$ cat src/rtl/if_id_reg.sv
// IF/ID pipeline register for a fetch path whose instruction memory has a
// one-cycle read. It re-pairs each PC with its data, absorbs stalls and squashes on flush.
//
// state  | meaning
// RUN    | output stage takes inst_in directly
// REPLAY | stalled; hold_buf has the instruction that arrived on the first stall edge
module if_id_reg #(
  parameter int INST_MEMORY_SIZE = 16384,
  parameter int ADDR_WIDTH       = $clog2(INST_MEMORY_SIZE)
) (
  input  logic        clk,
  input  logic        reset_n,
  input  logic        stall,
  input  logic        flush,
  input  logic [63:0] pc_in,
  input  logic [31:0] inst_in,
  output logic [63:0] pc_out,
  output logic [63:0] pc_plus4_out,
  output logic [31:0] inst_out,
  output logic        valid_out,
  output logic        misaligned_out
);

  localparam logic [31:0] NOP = 32'h0000_0013;

  if (ADDR_WIDTH < 2 || ADDR_WIDTH > 64) begin : g_bad_addr_width
    $error("if_id_reg: ADDR_WIDTH must be within 2..64");
  end

  typedef enum logic {RUN, REPLAY} state_t;

  state_t      state_q, state_nxt;
  logic [63:0] pc_d;
  logic        vld_d;
  logic [31:0] hold_buf;
  logic        capture;
  logic        advance;
  logic [31:0] sel_inst;

  always_ff @(posedge clk) begin
    if (!reset_n) state_q <= RUN;
    else          state_q <= state_nxt;
  end

  always_comb begin
    state_nxt = state_q;
    capture   = 1'b0;
    advance   = 1'b0;
    if (flush) begin
      state_nxt = RUN;
    end else if (stall) begin
      if (state_q == RUN) begin
        state_nxt = REPLAY;
        capture   = 1'b1;
      end
    end else begin
      state_nxt = RUN;
      advance   = 1'b1;
    end
    sel_inst = (state_q == REPLAY) ? hold_buf : inst_in;
  end

  // inst_in lags pc_in by one cycle, so it lines up with pc_d, not pc_in.
  always_ff @(posedge clk) begin
    if (!reset_n) begin
      pc_d      <= '0;
      vld_d     <= 1'b0;
      hold_buf  <= '0;
      pc_out    <= '0;
      inst_out  <= NOP;
      valid_out <= 1'b0;
    end else begin
      if (capture) hold_buf <= inst_in;
      if (flush) begin
        pc_d      <= pc_in;
        vld_d     <= 1'b0;
        inst_out  <= NOP;
        valid_out <= 1'b0;
      end else if (advance) begin
        pc_d      <= pc_in;
        vld_d     <= 1'b1;
        pc_out    <= pc_d;
        inst_out  <= vld_d ? sel_inst : NOP;
        valid_out <= vld_d;
      end
    end
  end

  assign pc_plus4_out   = pc_out + 64'd4;
  assign misaligned_out = valid_out & (pc_out[1:0] != 2'b00);

endmodule

$ cat config.mk
export PLATFORM = sky130hd
export DESIGN_NAME = if_id_reg
export DESIGN_NICKNAME = d
export VERILOG_FILES = /design/src/rtl/if_id_reg.sv
export SDC_FILE = /design/constraint.sdc
export NUM_CORES = 1
export LEC_CHECK = 0
export BUFFER_PORTS_ARGS = -buffer_cell sky130_fd_sc_hd__buf_2
export CORE_MARGIN = 2
export CORE_UTILIZATION = 47
export CTS_CLUSTER_DIAMETER = 30
export DETAILED_ROUTE_END_ITERATION = 10
export HOLD_SLACK_MARGIN = 0.12
export PLACE_DENSITY = 0.79
export RECOVER_POWER = 25
export SLEW_MARGIN = 20
export SYNTH_ARGS = -nofsm -noshare
export SYNTH_HDL_FRONTEND = slang
export SYNTH_SLANG_ARGS = --single-unit
$ cat constraint.sdc
create_clock -name clk -period 1.46 [get_ports clk]
set_input_delay 0 -clock clk [delete_from_list [all_inputs] [get_ports clk]]
set_output_delay 0 -clock clk [all_outputs]
set_load 0.02 [all_outputs]
== Yosys cells after proc, flatten, opt, wreduce, memory -nomap -nowiden ==
Index checks and enable logic that the tools add are counted.
Operators by class
  order comparisons: 0
  eq/ne operators: 0
  bitwise operators: 3
  reductions and logical operators: 4
  multipliers: 0
  mux-type cells: 10
  divide/modulo/power cells: 0
  shift operators: 0
  add/subtract/negate cells: 1
Operator list (number)
  2-to-1 mux 64 bit: 2
  adder 64 x 3 -> 64 bit (second input constant): 1
  2-to-1 mux 32 bit: 2
  2-to-1 mux 1 bit: 6
  nonzero test 2 bit: 2
  NOT 1 bit: 2
  AND reduction 2 bit: 1
  OR reduction 2 bit: 1
  AND 1 bit: 1
Word-level totals
  word-level logic and storage cells: 25
  memories: 0
  output and inout port bits: 162
  latch bits: 0
  bits in read-only memories: 0
  memory bits (writable): 0
  register bits: 195

== Depth between registers and ports, before layout ==
Gate-level depths: netlist of run 1.
  depth after elaboration: 4
  gate-level depth with buffers: 7

== Least setup slack after synthesis of run 1 ==
OpenSTA, ideal clock, no wires.
  kind: flip-flop to output port
  from: reg pc_out[27]
  to: out pc_plus4_out[55]
  cell stages (with the launch flop): 8
  arrival: 2056 ps
  required time: 1460 ps
  setup slack: -596 ps
  cells stage by stage: dfxtp_1 clkbuf_2 nand4_2 nor4_1 nand4_2 buf_6 nor3_2 xor2_1
Between the ends
  cells in the longest elaborated chain, start to end: 1
RTL lines
  start, declared: line 17  | output logic [63:0] pc_out,
  start signal, assigned: line 82  | pc_out <= pc_d;
  adder 64 x 3 -> 64 bit: line 89  | assign pc_plus4_out = pc_out + 64'd4;
  end, declared: line 18  | output logic [63:0] pc_plus4_out,
No other way between the ends.

== Final worst setup path of run 1 ==
  from: reg pc_out[2]
  to: out pc_plus4_out[53]
Same word-level chain as after synthesis.

==> impl_metrics.yaml, run 1 <==
worst_setup_path:
  r2r-end: "hold_buf[14]"
  worst_path_most_repeated_cell: "buf_6"
  crit_arrival_ns: 2.47
  crit_fanout: 5
  crit_path_start_kind: "flip-flop"
  max_stage_delay_ns: 0.47
  path_cells: "buf_4, nand4_4, nor4_4, buf_6, buf_6, nand3_4, nor4_4, xor2_2, buf_6"
  r2r_setup_slack_ns: 0.04
  reg2reg_depth: 5
  setup.worst_path.start: "pc_out[2]"
  critPathKind: "flip-flop to primary output"
  cp_data_required_time_ns: 1.46
  cp_slowest_cell: "nor4_4"
  end_kind: "primary output"
  rr_startpoint: "state_q"
power_and_ir_drop:
  p_sw_frac: 0.283
  clkPwrFrac: 0.397
  pwr-share-seq: 0.469
  powerDensity_nw_per_um2: 839
  comb_power_share: 0.134
  switchingPower_uw: 3410
  power.internal_uw: 8610
  vdd_drop_max_mv: 0.824
  p_leak_uw: 0.00639
yosys:
  yosys-top-cells-area: "dfxtp_1 (45%), nand2_1 (15%), a21boi_0 (14%)"
  yosysWarnings: 0
  ys_seq_area_frac: 0.446
  synth_ff_type: "dfxtp_1"
  ys_ff_latch: 195
  synth_most_common_cell: "nand2_1"
  ys_top_cells_by_count: "nand2_1 (345), dfxtp_1 (195), a21boi_0 (160)"
  syn-num-nets: 1157
  synth_top_area_frac: 0.446
  synthCells: 1056
  synth-simple-area-share: 0.245
  synth_edf_count: 0
  synthAdderAreaFrac: 0.00143
  synth_area_per_cell_um2: 8.29
  synth_top_family_by_area: "simple AND/OR/NAND/NOR gates"
  yosys.area_share.xor_xnor: 0.0600
  ys_types: 37
  muxShareOfSynthArea: 0.0407
  yosysTopAreaCell: "dfxtp_1"
  synth_compound_area_frac: 0.169
  synthArstFlopShare: 0
  syn_area_um2: 8750
sta:
  report.final.slew_viol_count: 0
  hold_viol: 0
  finalSetupTns_ns: -54.82
  clock.fmax_mhz: 405
  period_minus_slack_ns: 2.47
  slew_headroom: 0.617
  fin_skew_ns: 0.00930
  layout_setup_ws_ns: -1.01
  post-route-period-util: 1.69
  rsz0062_at_grt: "true"
  worst_pin_slew_ns: 0.575
  fin_hold_ws_ns: 0.222
  setup_viol: 114
detailed_routing:
  wl_per_cell_um: 19.0
  antenna_left: 0
  avgViaCountPerCell: 5.53
  dr_total_vias: 9791
  drtPass1Iterations: 5
  routed_wl_mm: 33.7
  drc_errors: 0
  first_iter_violations: 608
floorplan:
  dieArea_um2: 19700
  dieHeight_um: 140
  rows: 49
  io_pins: 262
  core_area_um2: 18100
  start_util: 0.482
  die_x_um: 140
layout:
  area_growth_syn_to_layout_pct: 63.6
  fin_nets: 1631
  diodes: 0
  drive_gt1_frac: 0.394
min_path:
  hold_class: "input pin to flip-flop"
  min-delay-start: "flush"
  min_delay_worst_endpoint: "pc_out[49]"
  hold_depth: 5
placement:
  place_congestion: 0.889
  dp_hpwl_mm: 18.1
  pre_cts_ws_ns: -0.531
  port_buffers: 261
grt:
  grt_pass1_wl_mm: 49.2
  grt_util_all_layers: 0.310
  grt_overflow: 0
  grt_max_degree: 162
  grt_antenna_before_repair: 0
  grt_pass1_vias: 9579
clock_tree:
  cts_root_buffer: "clkbuf_16"
  htree_num_levels: 4
  cts_sinks: 195
  path_clk_slew_ns: 0.07
  clockBufferDepth: 2
  cts_tree: "yes"
  cts_buffers: 17
  insertion_delay_ns: 0.44
job:
  cap_viol_max_count: 0
run_status:
  status: "finished with violations"
  violations: "setup timing"
flip-flops by register name (all words and copies together) (netlist names):
signal / cells
pc_d: 64
pc_out: 64
hold_buf: 32
inst_out: 32
state_q: 1
valid_out: 1
vld_d: 1
final cells by class:
type | count | area, um2
fill | 1098 | 3830
inverter | 13 | 48.8
timing repair buffer | 526 | 3940
clock buffer | 17 | 425
multi-input combinational | 777 | 5440
tap | 229 | 287
clock inverter | 15 | 189
sequential | 195 | 4000
through the flow:
stage               instances   util  instance area [um2]  power [uW]
global route             1772  0.789                14300       12400
finish                   1772  0.789                14300       12000
detailed placement       1611  0.645                11700        7020
floorplan                1056      -                 9240        6460
CTS                      1755  0.768                13900       12000
global placement         1611  0.645                11700        6990
logic make-up (layout without fill, tap and decap cells):
logic type               count (synthesis)  after routing
AO/OA/AOI/OAI                          198            198
XOR/XNOR                                60             60
adder cells (fa/ha/maj)                  1              1
buffers and inverters                   84            571
flip-flops                             195            195
multiplexers                            32             32
AND/OR/NAND/NOR                        486            486
worst max-delay path: cells and delay by family, from the launching register on:
family	cells	cell delay (ns)
buf+inv	4	0.53
flops	1	0.37
xor+xnor	1	0.18
simple gates	4	0.96
power by group through the flow:
stage | Combinational (uW) | Sequential (uW) | Clock [uW]
global placement | 1260 | 5730 | 0
CTS | 1530 | 5620 | 4830
floorplan | 631 | 5830 | 0
detailed placement | 1280 | 5740 | 0
finish | 1610 | 5640 | 4780
global route | 1720 | 5660 | 5040
what timing repair did:
item,in CTS,in global routing
endpoints found under the setup margin,59,63
hold endpoints to repair,130,0
hold buffers,99,0
buffers inserted,13,19
gates resized for setup,134,68
pin swaps,37,48
gates cloned,0,1
cells in the final DEF (no fill, tap or decap), types with 17 or more instances in the layout:
cell	instances
buf_4	168
xnor2_2	25
dfxtp_1	154
mux2_2	29
nand2_1	335
buf_6	46
nor2_1	34
dfxtp_2	25
nor2_4	17
xor2_2	20
clkbuf_16	18
a22oi_1	29
buf_2	156
nand4_1	23
clkbuf_1	45
dlygate4sd3_1	99
a21boi_0	159
how the worst max path moves through the flow:
| stage | depth (start not counted) | end | slack, ns |
|---|---|---|---|
| after floorplan | 7 | pc_plus4_out[55] | -0.42 |
| after global placement | 9 | pc_plus4_out[62] | -0.47 |
| after detailed placement | 9 | pc_plus4_out[62] | -0.53 |
| after CTS | 9 | pc_plus4_out[62] | -0.86 |
| after global routing | 7 | pc_plus4_out[53] | -1.10 |
| final | 9 | pc_plus4_out[53] | -1.01 |
per-layer routing:
layer / track usage / part of all wire / vias to the layer above
li1: - / - / 4450
met1: 0.360 / 0.36 / 4650
met2: 0.555 / 0.52 / 550
met3: 0.0537 / 0.068 / 141
met4: 0.145 / 0.050 / 0
met5: 0 / 0 / -
Note: power is estimated with default switching activity, not from simulation.
==> inputs of run 2 (changes only) <==
--- a/config.mk
+++ b/config.mk
@@ -5,13 +5,14 @@
 export SDC_FILE = /design/constraint.sdc
 export NUM_CORES = 1
 export LEC_CHECK = 0
+export ABC_CLOCK_PERIOD_IN_PS = 2950
 export BUFFER_PORTS_ARGS = -buffer_cell sky130_fd_sc_hd__buf_2
 export CORE_MARGIN = 2
-export CORE_UTILIZATION = 47
+export CORE_UTILIZATION = 55
 export CTS_CLUSTER_DIAMETER = 30
 export DETAILED_ROUTE_END_ITERATION = 10
 export HOLD_SLACK_MARGIN = 0.12
-export PLACE_DENSITY = 0.79
+export PLACE_DENSITY = 0.86
 export RECOVER_POWER = 25
 export SLEW_MARGIN = 20
 export SYNTH_ARGS = -nofsm -noshare
==> constraint.sdc (replaced) <==
create_clock -name clk -period 2.95 [get_ports clk]
set_input_delay 0 -clock clk [delete_from_list [all_inputs] [get_ports clk]]
set_output_delay 0 -clock clk [all_outputs]
set_load 0.02 [all_outputs]
==> run 2 against run 1 <==
Net effect: the run now ends clean; final cell count decreased by 9.5%; largest cell class unchanged; clock-buffer cell count rose by 4; setup slack improved by 1.2 ns.
==> impl_metrics.yaml, run 2 (synthesis results as in run 1) <==
power_and_ir_drop:
  powerDensity_nw_per_um2: 488
  vdd_drop_max_mv: 0.362
  p_leak_uw: 0.00470
worst_setup_path:
  crit_family: "simple AND/OR/NAND/NOR gates"
  cp_slowest_cell: "nor4_4"
  end_kind: "primary output"
  crit_path_start_kind: "flip-flop"
  critPathKind: "flip-flop to primary output"
  path_cells: "nand4_4, nor4_4, nand4_4, nor4_1, xor2_1, buf_2"
  worst-path-buf-inv: 1
  cp_data_required_time_ns: 2.95
  worst_path_most_repeated_cell: "nand4_4"
  max_stage_delay_ns: 0.56
  crit_arrival_ns: 2.78
  crit_fanout: 12
grt:
  grt_pass1_wl_mm: 40.9
  grt_pass1_vias: 8305
  grt_antenna_before_repair: 0
  grt_overflow: 0
  grt_max_degree: 98
  grt_util_all_layers: 0.304
layout:
  layout_common_cells: "nand2_1 (345), dfxtp_1 (195), buf_2 (174)"
  area_growth_syn_to_layout_pct: 32.9
  final_common_cell: "nand2_1"
  diodes: 0
  drive_gt1_frac: 0.197
  fin_nets: 1477
  top_regs: "pc_d: 64 flops, pc_out: 64 flops"
detailed_routing:
  dr_total_vias: 8781
  drtPass1Iterations: 5
  wl_per_cell_um: 16.4
  first_iter_violations: 600
  routed_wl_mm: 26.3
  drc_errors: 0
  avgViaCountPerCell: 5.47
  antenna_left: 0
sta:
  rsz0062_at_grt: "true"
  finalSetupTns_ns: 0
  slew_headroom: 0.377
  period_minus_slack_ns: 2.78
  post-route-period-util: 0.943
  setup_viol: 0
  hold_viol: 0
  fin_skew_ns: 0.0100
  report.final.slew_viol_count: 0
  fin_hold_ws_ns: 0.221
  worst_pin_slew_ns: 0.935
  clock.fmax_mhz: 359
floorplan:
  dieHeight_um: 130
  core_area_um2: 15700
  die_x_um: 130
  dieArea_um2: 16900
  start_util: 0.557
  io_pins: 262
  rows: 46
clock_tree:
  path_clk_slew_ns: 0.07
  cts_tree: "yes"
  clockBufferDepth: 2
  cts_buffers: 17
  htree_num_levels: 4
  cts_sinks: 195
  cts_root_buffer: "clkbuf_16"
  insertion_delay_ns: 0.43
job:
  cap_viol_max_count: 0
placement:
  port_buffers: 261
  dp_hpwl_mm: 16.0
  place_congestion: 0.936
min_path:
  hold_class: "input pin to flip-flop"
run_status:
  status: "complete, no violations"
## run 2: final cells by class
type	count	area, um2
Timing Repair Buffer	372	2280
Inverter	13	48.8
Multi-Input combinational cell	777	4570
Sequential cell	195	3900
Clock inverter	10	100
Tap cell	216	270
Clock buffer	21	460
Fill cell	1165	4080
## run 2: metal layers
metal,up-vias,share of wire,global-route usage,routed length [um]
li1,4154,-,-,-
met1,4096,0.39,0.356,10300
met2,424,0.50,0.526,13100
met3,107,0.067,0.0640,1770
met4,0,0.044,0.157,1170
met5,-,0,0,0
## run 2: worst register-to-register path, stage by stage, from the launching register on
cell,delay [ns]
dfxtp_1,0.85
buf_4,0.31
mux2_2,0.35
a22oi_1,0.21
nor2_1,0.07
## run 2: final timing paths
check / from / end / slack, ns / depth (start not counted)
setup / recovery: pc_out[5] / pc_plus4_out[63] / 0.17 / 6
hold / removal: reset_n / hold_buf[26] / 0.22 / 3
setup reg to reg: state_q / inst_out[31] / 1.02 / 4
hold reg to reg: pc_d[41] / pc_out[41] / 0.46 / 2
## run 2: what timing repair did
action                                  in CTS  in global routing
hold endpoints to repair                   145                  0
hold buffers                                98                  0
endpoints found under the setup margin       0                 11
resized for setup                            0                  5
buffers inserted                             0                  1
## run 2: power by group
group	switching [uW]	internal, uW
logic	348	292
registers	85.2	2740
clock network	1000	1210
## run 2: per-stage QoR
stage | cell area [um2] | total power, uW | std cells | worst slack (ns) | utilization
floorplan | 8750 | 3190 | 1056 | 0.894 | -
global placement | 10200 | 3390 | 1474 | 0.591 | 0.647
detailed placement | 10200 | 3400 | 1474 | 0.449 | 0.647
CTS | 11700 | 5680 | 1603 | 0.00699 | 0.745
global route | 11600 | 5860 | 1604 | -0.0109 | 0.740
finish | 11600 | 5680 | 1604 | 0.168 | 0.740
